$ cat src/rtl/fpu_issue_ctrl.sv
// FP issue controller: scoreboarded dispatch to a fixed-latency FP core, store
// dispatch, rounding-mode resolution and the fcsr frm/fflags state.
module fpu_issue_ctrl #(
    parameter int FLEN     = 32,
    parameter int LATENCY  = 4,
    parameter int NREG     = 32,
    localparam int RW      = $clog2(NREG)
) (
    input  logic          clk,
    input  logic          n_rst,
    input  logic          req_valid,
    output logic          req_ready,
    input  logic [6:0]    req_funct7,
    input  logic [2:0]    req_rm,
    input  logic [RW-1:0] req_rs1,
    input  logic [RW-1:0] req_rs2,
    input  logic [RW-1:0] req_rd,
    input  logic          req_lw,
    input  logic          req_sw,
    output logic          core_start,
    output logic [6:0]    core_funct7,
    output logic [2:0]    core_rm,
    input  logic [4:0]    core_flags,
    output logic          wb_valid,
    output logic [RW-1:0] wb_rd,
    output logic          store_valid,
    output logic [RW-1:0] store_rs2,
    output logic          illegal,
    input  logic          csr_frm_wen,
    input  logic [2:0]    csr_frm_wdata,
    input  logic          csr_fflags_clr,
    output logic [2:0]    fcsr_frm,
    output logic [4:0]    fcsr_fflags
);

    if (FLEN != 32 && FLEN != 64) begin : g_bad_flen
        $error("fpu_issue_ctrl: FLEN must be 32 or 64");
    end
    if (LATENCY < 1 || LATENCY > 8) begin : g_bad_latency
        $error("fpu_issue_ctrl: LATENCY must be in 1..8");
    end

    logic [NREG-1:0]    sb_q, sb_d;
    logic [LATENCY-1:0] pv_q, pv_d;
    logic [LATENCY-1:0] pld_q, pld_d;
    logic [RW-1:0]      prd_q [LATENCY];
    logic [RW-1:0]      prd_d [LATENCY];
    logic [6:0]         funct7_q, funct7_d;
    logic [2:0]         frm_q, frm_d;
    logic [4:0]         fflags_q, fflags_d;

    logic       is_load;
    logic       hazard;
    logic       accept;
    logic       rm_bad;
    logic       issue;
    logic [2:0] rm_res;
    logic [4:0] wb_flags;

    // lw together with sw behaves as a store, so only a pure lw is a load.
    always_comb begin
        is_load = req_lw && !req_sw;
        if (is_load) begin
            hazard = sb_q[req_rd];
        end else begin
            hazard = sb_q[req_rs1] || sb_q[req_rs2] || (sb_q[req_rd] && !req_sw);
        end
        rm_res = (req_rm == 3'b111) ? frm_q : req_rm;
        rm_bad = (rm_res == 3'b101) || (rm_res == 3'b110);
        accept = n_rst && req_valid && !hazard;
        issue  = accept && !rm_bad && !req_sw;
    end

    assign req_ready   = !hazard;
    assign core_start  = issue;
    assign core_rm     = rm_res;
    assign core_funct7 = funct7_q;
    assign illegal     = accept && rm_bad;
    assign store_valid = accept && !rm_bad && req_sw;
    assign store_rs2   = req_rs2;
    assign wb_valid    = pv_q[LATENCY-1];
    assign wb_rd       = prd_q[LATENCY-1];
    assign wb_flags    = (wb_valid && !pld_q[LATENCY-1]) ? core_flags : 5'b0;
    assign fcsr_frm    = frm_q;
    assign fcsr_fflags = fflags_q;

    always_comb begin
        sb_d = sb_q;
        if (wb_valid) begin
            sb_d[wb_rd] = 1'b0;
        end
        if (issue) begin
            sb_d[req_rd] = 1'b1;
        end

        pv_d  = '0;
        pld_d = '0;
        for (int i = 0; i < LATENCY; i++) begin
            prd_d[i] = prd_q[i];
        end
        pv_d[0]  = issue;
        pld_d[0] = is_load;
        prd_d[0] = req_rd;
        for (int i = 1; i < LATENCY; i++) begin
            pv_d[i]  = pv_q[i-1];
            pld_d[i] = pld_q[i-1];
            prd_d[i] = prd_q[i-1];
        end

        funct7_d = issue ? req_funct7 : funct7_q;
        frm_d    = csr_frm_wen ? csr_frm_wdata : frm_q;
        // A clear coincident with a writeback keeps only that writeback's flags.
        fflags_d = csr_fflags_clr ? wb_flags : (fflags_q | wb_flags);
    end

    always_ff @(posedge clk or negedge n_rst) begin
        if (!n_rst) begin
            sb_q     <= '0;
            pv_q     <= '0;
            pld_q    <= '0;
            for (int i = 0; i < LATENCY; i++) begin
                prd_q[i] <= '0;
            end
            funct7_q <= '0;
            frm_q    <= '0;
            fflags_q <= '0;
        end else begin
            sb_q     <= sb_d;
            pv_q     <= pv_d;
            pld_q    <= pld_d;
            for (int i = 0; i < LATENCY; i++) begin
                prd_q[i] <= prd_d[i];
            end
            funct7_q <= funct7_d;
            frm_q    <= frm_d;
            fflags_q <= fflags_d;
        end
    end

endmodule

$ cat config.mk
export PLATFORM = sky130hd
export DESIGN_NAME = fpu_issue_ctrl
export DESIGN_NICKNAME = d
export VERILOG_FILES = /design/src/rtl/fpu_issue_ctrl.sv
export SDC_FILE = /design/constraint.sdc
export NUM_CORES = 1
export LEC_CHECK = 0
export ABC_CLOCK_PERIOD_IN_PS = 3310
export BUFFER_PORTS_ARGS = -buffer_cell sky130_fd_sc_hd__buf_2
export CORE_MARGIN = 3
export CORE_UTILIZATION = 30
export CTS_BUF_LIST = sky130_fd_sc_hd__clkbuf_4
export DETAILED_ROUTE_END_ITERATION = 10
export PLACE_DENSITY = 0.58
export SLEW_MARGIN = 15
export SYNTH_ARGS = -nofsm -noshare
export SYNTH_HDL_FRONTEND = slang
export SYNTH_SLANG_ARGS = --single-unit
$ cat constraint.sdc
create_clock -name clk -period 3.31 [get_ports clk]
set_input_delay 0.4965 -clock clk [delete_from_list [all_inputs] [get_ports clk]]
set_output_delay 0.4965 -clock clk [all_outputs]
set_load 0.005 [all_outputs]
==> run_results.csv <==
group,metric,value,unit
critical_path,endpoint,"core_start",
timing,fin_skew,10.87,ps
logic_synthesis,synth_xor_area_share,0.2323,%
logic_synthesis,syn-num-nets,389,
timing,worst_slew_pin_slew,907.0,ps
place,io_buffers,72,
clocking,cts_hold_buf,0,
logic_synthesis,yosys.area_share.simple,11.88,%
clocking,cts_buffers,9,
floorplanning,rows,40,
floorplanning,ios,73,
critical_path,endpoint_kind,"output pin",
logic_synthesis,synth_area_per_cell,10.80,um2
detailed_routing,vias_per_cell,5.192,
logic_synthesis,netlist_area,3770,um2
timing,final.setup.tns,0,ps
global_route,grt_pass1_wl,17030,um
logic_synthesis,synth.ff_latch_count,75,
detailed_routing,remaining_drc_errors,0,
global_route,grt_pass1_vias,3208,
global_route,gr-total-overflow,0,
floorplanning,initial_core_util,31.00,%
clocking,cts_resized,0,
place,place_hpwl,7786,um
clocking,clkTransAtPathRegs,110,ps
timing,setup_viol,0,
logic_synthesis,async_flop_share,100.0,%
global_route,antenna_found_initial,0,
logic_synthesis,synth.mux.area_fraction,15.83,%
timing,fin_crit_sh,93.05,%
critical_path,rr_endpoint,"sb_q[28]",
clocking,postCtsSetupBuffers,0,
clocking,cts_sinks,75,
critical_path,cp.required,2810,ps
logic_synthesis,synthAdderAreaFrac,0,%
floorplanning,die_h,118.1,um
critical_path,startpoint,"req_rd[1]",
critical_path,crit_arrival,2580,ps
finish,nets,461,
timing,rsz0062_at_grt,"no",
clocking,clkLatencyLatePin,410,ps
logic_synthesis,synth_common_cells,"dfrtp_1 (75), o21ai_0 (63), mux2i_1 (54)",
detailed_routing,num_vias,3084,
critical_path,cp-start-kind,"primary input",
clocking,root_buffer,"clkbuf_4",
logic_synthesis,synth_cell_types,40,
logic_synthesis,synth-seq-area-share,49.78,%
clocking,clockBufferDepth,2,
detailed_routing,wire_per_inst,17.74,um
logic_synthesis,synth_top_area_share,49.78,%
logic_synthesis,synth.most_common_cell,"dfrtp_1",
clocking,cts_tree,"built",
power,power_density,396.4,nW/um2
logic_synthesis,synth_compound_area_share,17.72,%
place,gp_congestion,0.9181,
logic_synthesis,synthesis.instances,349,
timing,period_minus_slack,3080,ps
detailed_routing,drt-initial-drc-count,263,
run_status,status,"finished, final reports clean",
logic_synthesis,synth_edf_count,0,
logic_synthesis,yosys.area.top_type,"dfrtp_1",
job,max-cap-violations,0,
timing,maxSlewViolCount,0,
detailed_routing,drt_wl_total,10540,um
finish,diodes,0,
global_route,track_usage,15.21,%
logic_synthesis,synth_top_cells_by_area,"dfrtp_1 (50%), mux2i_1 (14%), o21ai_0 (8.4%)",
critical_path,crit_type,"primary input to output pin",
logic_synthesis,yosysWarnings,0,
global_route,grt_max_degree,76,
detailed_routing,ant_nets,0,
floorplanning,coreArea,12160,um2
critical_path,regToRegSetupSlack,510,ps
timing,slew_headroom,39.53,%
clocking,htree_levels,3,
logic_synthesis,synth_top_family_by_area,"compound AO/OA/AOI/OAI gates",
finish,syn2layout_area_growth,16.96,%
hold_path,hold_path.class,"primary input to flop",
detailed_routing,drtPass1Iterations,4,
floorplanning,fp.dieArea,13950,um2
power,ir_drop,0.2060,mV
critical_path,regToRegStartpoint,"sb_q[11]",
timing,fmax,324.7,MHz
floorplanning,die_x,118.1,um
power,p_leak,0.001842,uW
timing,hold_viol_final,0,
logic_synthesis,synth_ff_type,"dfrtp_1",
critical_path,rr_worst_depth,7,
critical_path,path_max_fanout,21,
timing,fin_hold_ws,279.6,ps
finish,drive_above_1_share,26.06,%
final cells by class:
type                       instances  area [um2]
tap                              168       210.2
fill                            1231        7752
inverter                          14       52.55
multi-input combinational        243        1722
clock inverter                     7       75.07
sequential                        75        1877
timing repair buffer              78       405.4
clock buffer                       9       67.56
worst min path at each step:
stage,from,to,slack (ps),depth (start not counted)
3_3_place_gp,prd_d[6],prd_d[1],330,0
2_1_floorplan,n_rst,core_funct7[0],200,0
3_5_place_dp,prd_d[8],prd_d[3],340,0
4_1_cts,req_rd[0],prd_d[10],260,1
6_report,req_rd[0],prd_d[10],280,1
5_1_grt,req_rd[0],prd_d[10],250,1
through the flow:
step | std cells | setup WS, ps | cell area (um2) | power (uW) | util (%)
after CTS | 594 | 230.8 | 4409 | 1766 | 36.26
final | 594 | 230.2 | 4409 | 1748 | 36.26
after detailed placement | 578 | 181.7 | 4267 | 1197 | 35.08
after global placement | 578 | 214.6 | 4267 | 1193 | 35.08
after floorplan | 349 | 557.8 | 3770 | 1094 | -
after global routing | 594 | 52.73 | 4409 | 1834 | 36.26
routing by layer:
metal	global-route usage, %	share of wire [%]	wire length [um]	vias to the layer above
li1	-	-	-	1444
met1	21.08	46	4873	1501
met2	23.62	45	4713	122
met3	3.316	7.3	772	17
met4	5.055	1.7	176	0
met5	0	0	0	-
critical path, cell delays in order:
cell     delay [ps]
buf_2           450
mux2i_1         280
o22ai_1         100
nor4_1          310
mux2i_1         180
nor3_2          330
nor2b_1         260
buf_2           150
placed cells by master (no fill, tap or decap), types with 2 or more instances in the layout:
| cell type | instances |
|---|---|
| mux2_2 | 3 |
| or3_1 | 2 |
| o21ai_2 | 8 |
| inv_1 | 14 |
| nand3_1 | 7 |
| dfrtp_1 | 75 |
| buf_2 | 72 |
| or3b_2 | 5 |
| nand4b_1 | 5 |
| o22ai_1 | 9 |
| buf_4 | 6 |
| a22o_1 | 2 |
| a221o_1 | 7 |
| mux2i_1 | 54 |
| a21oi_1 | 2 |
| and2_1 | 2 |
| nor4_1 | 3 |
| nand4bb_1 | 2 |
| nor2b_1 | 8 |
| nor2_1 | 5 |
| clkinvlp_4 | 2 |
| o21a_1 | 3 |
| a22oi_1 | 9 |
| clkbuf_4 | 9 |
| o21ai_0 | 63 |
| inv_6 | 3 |
| nand2_1 | 24 |
| nand3b_1 | 8 |
registers in the layout, summed over array words and instances (netlist names):
register	cells
prd_d	15
pld_q	4
pv_q	4
fcsr_frm	3
wb_rd	5
core_funct7	7
sb_q	32
fcsr_fflags	5
power by group:
group	internal (uW)	total [uW]	switching, uW
registers	946	976	30.4
clock network	235	569	334
logic	84.9	202	117
kinds of logic after synthesis:
group	after synthesis
AO/OA/AOI/OAI	108
AND/OR/NAND/NOR	76
flip-flops	75
multiplexers	58
buffers and inverters	31
XOR/XNOR	1
(Power assumes the default switching activity.)
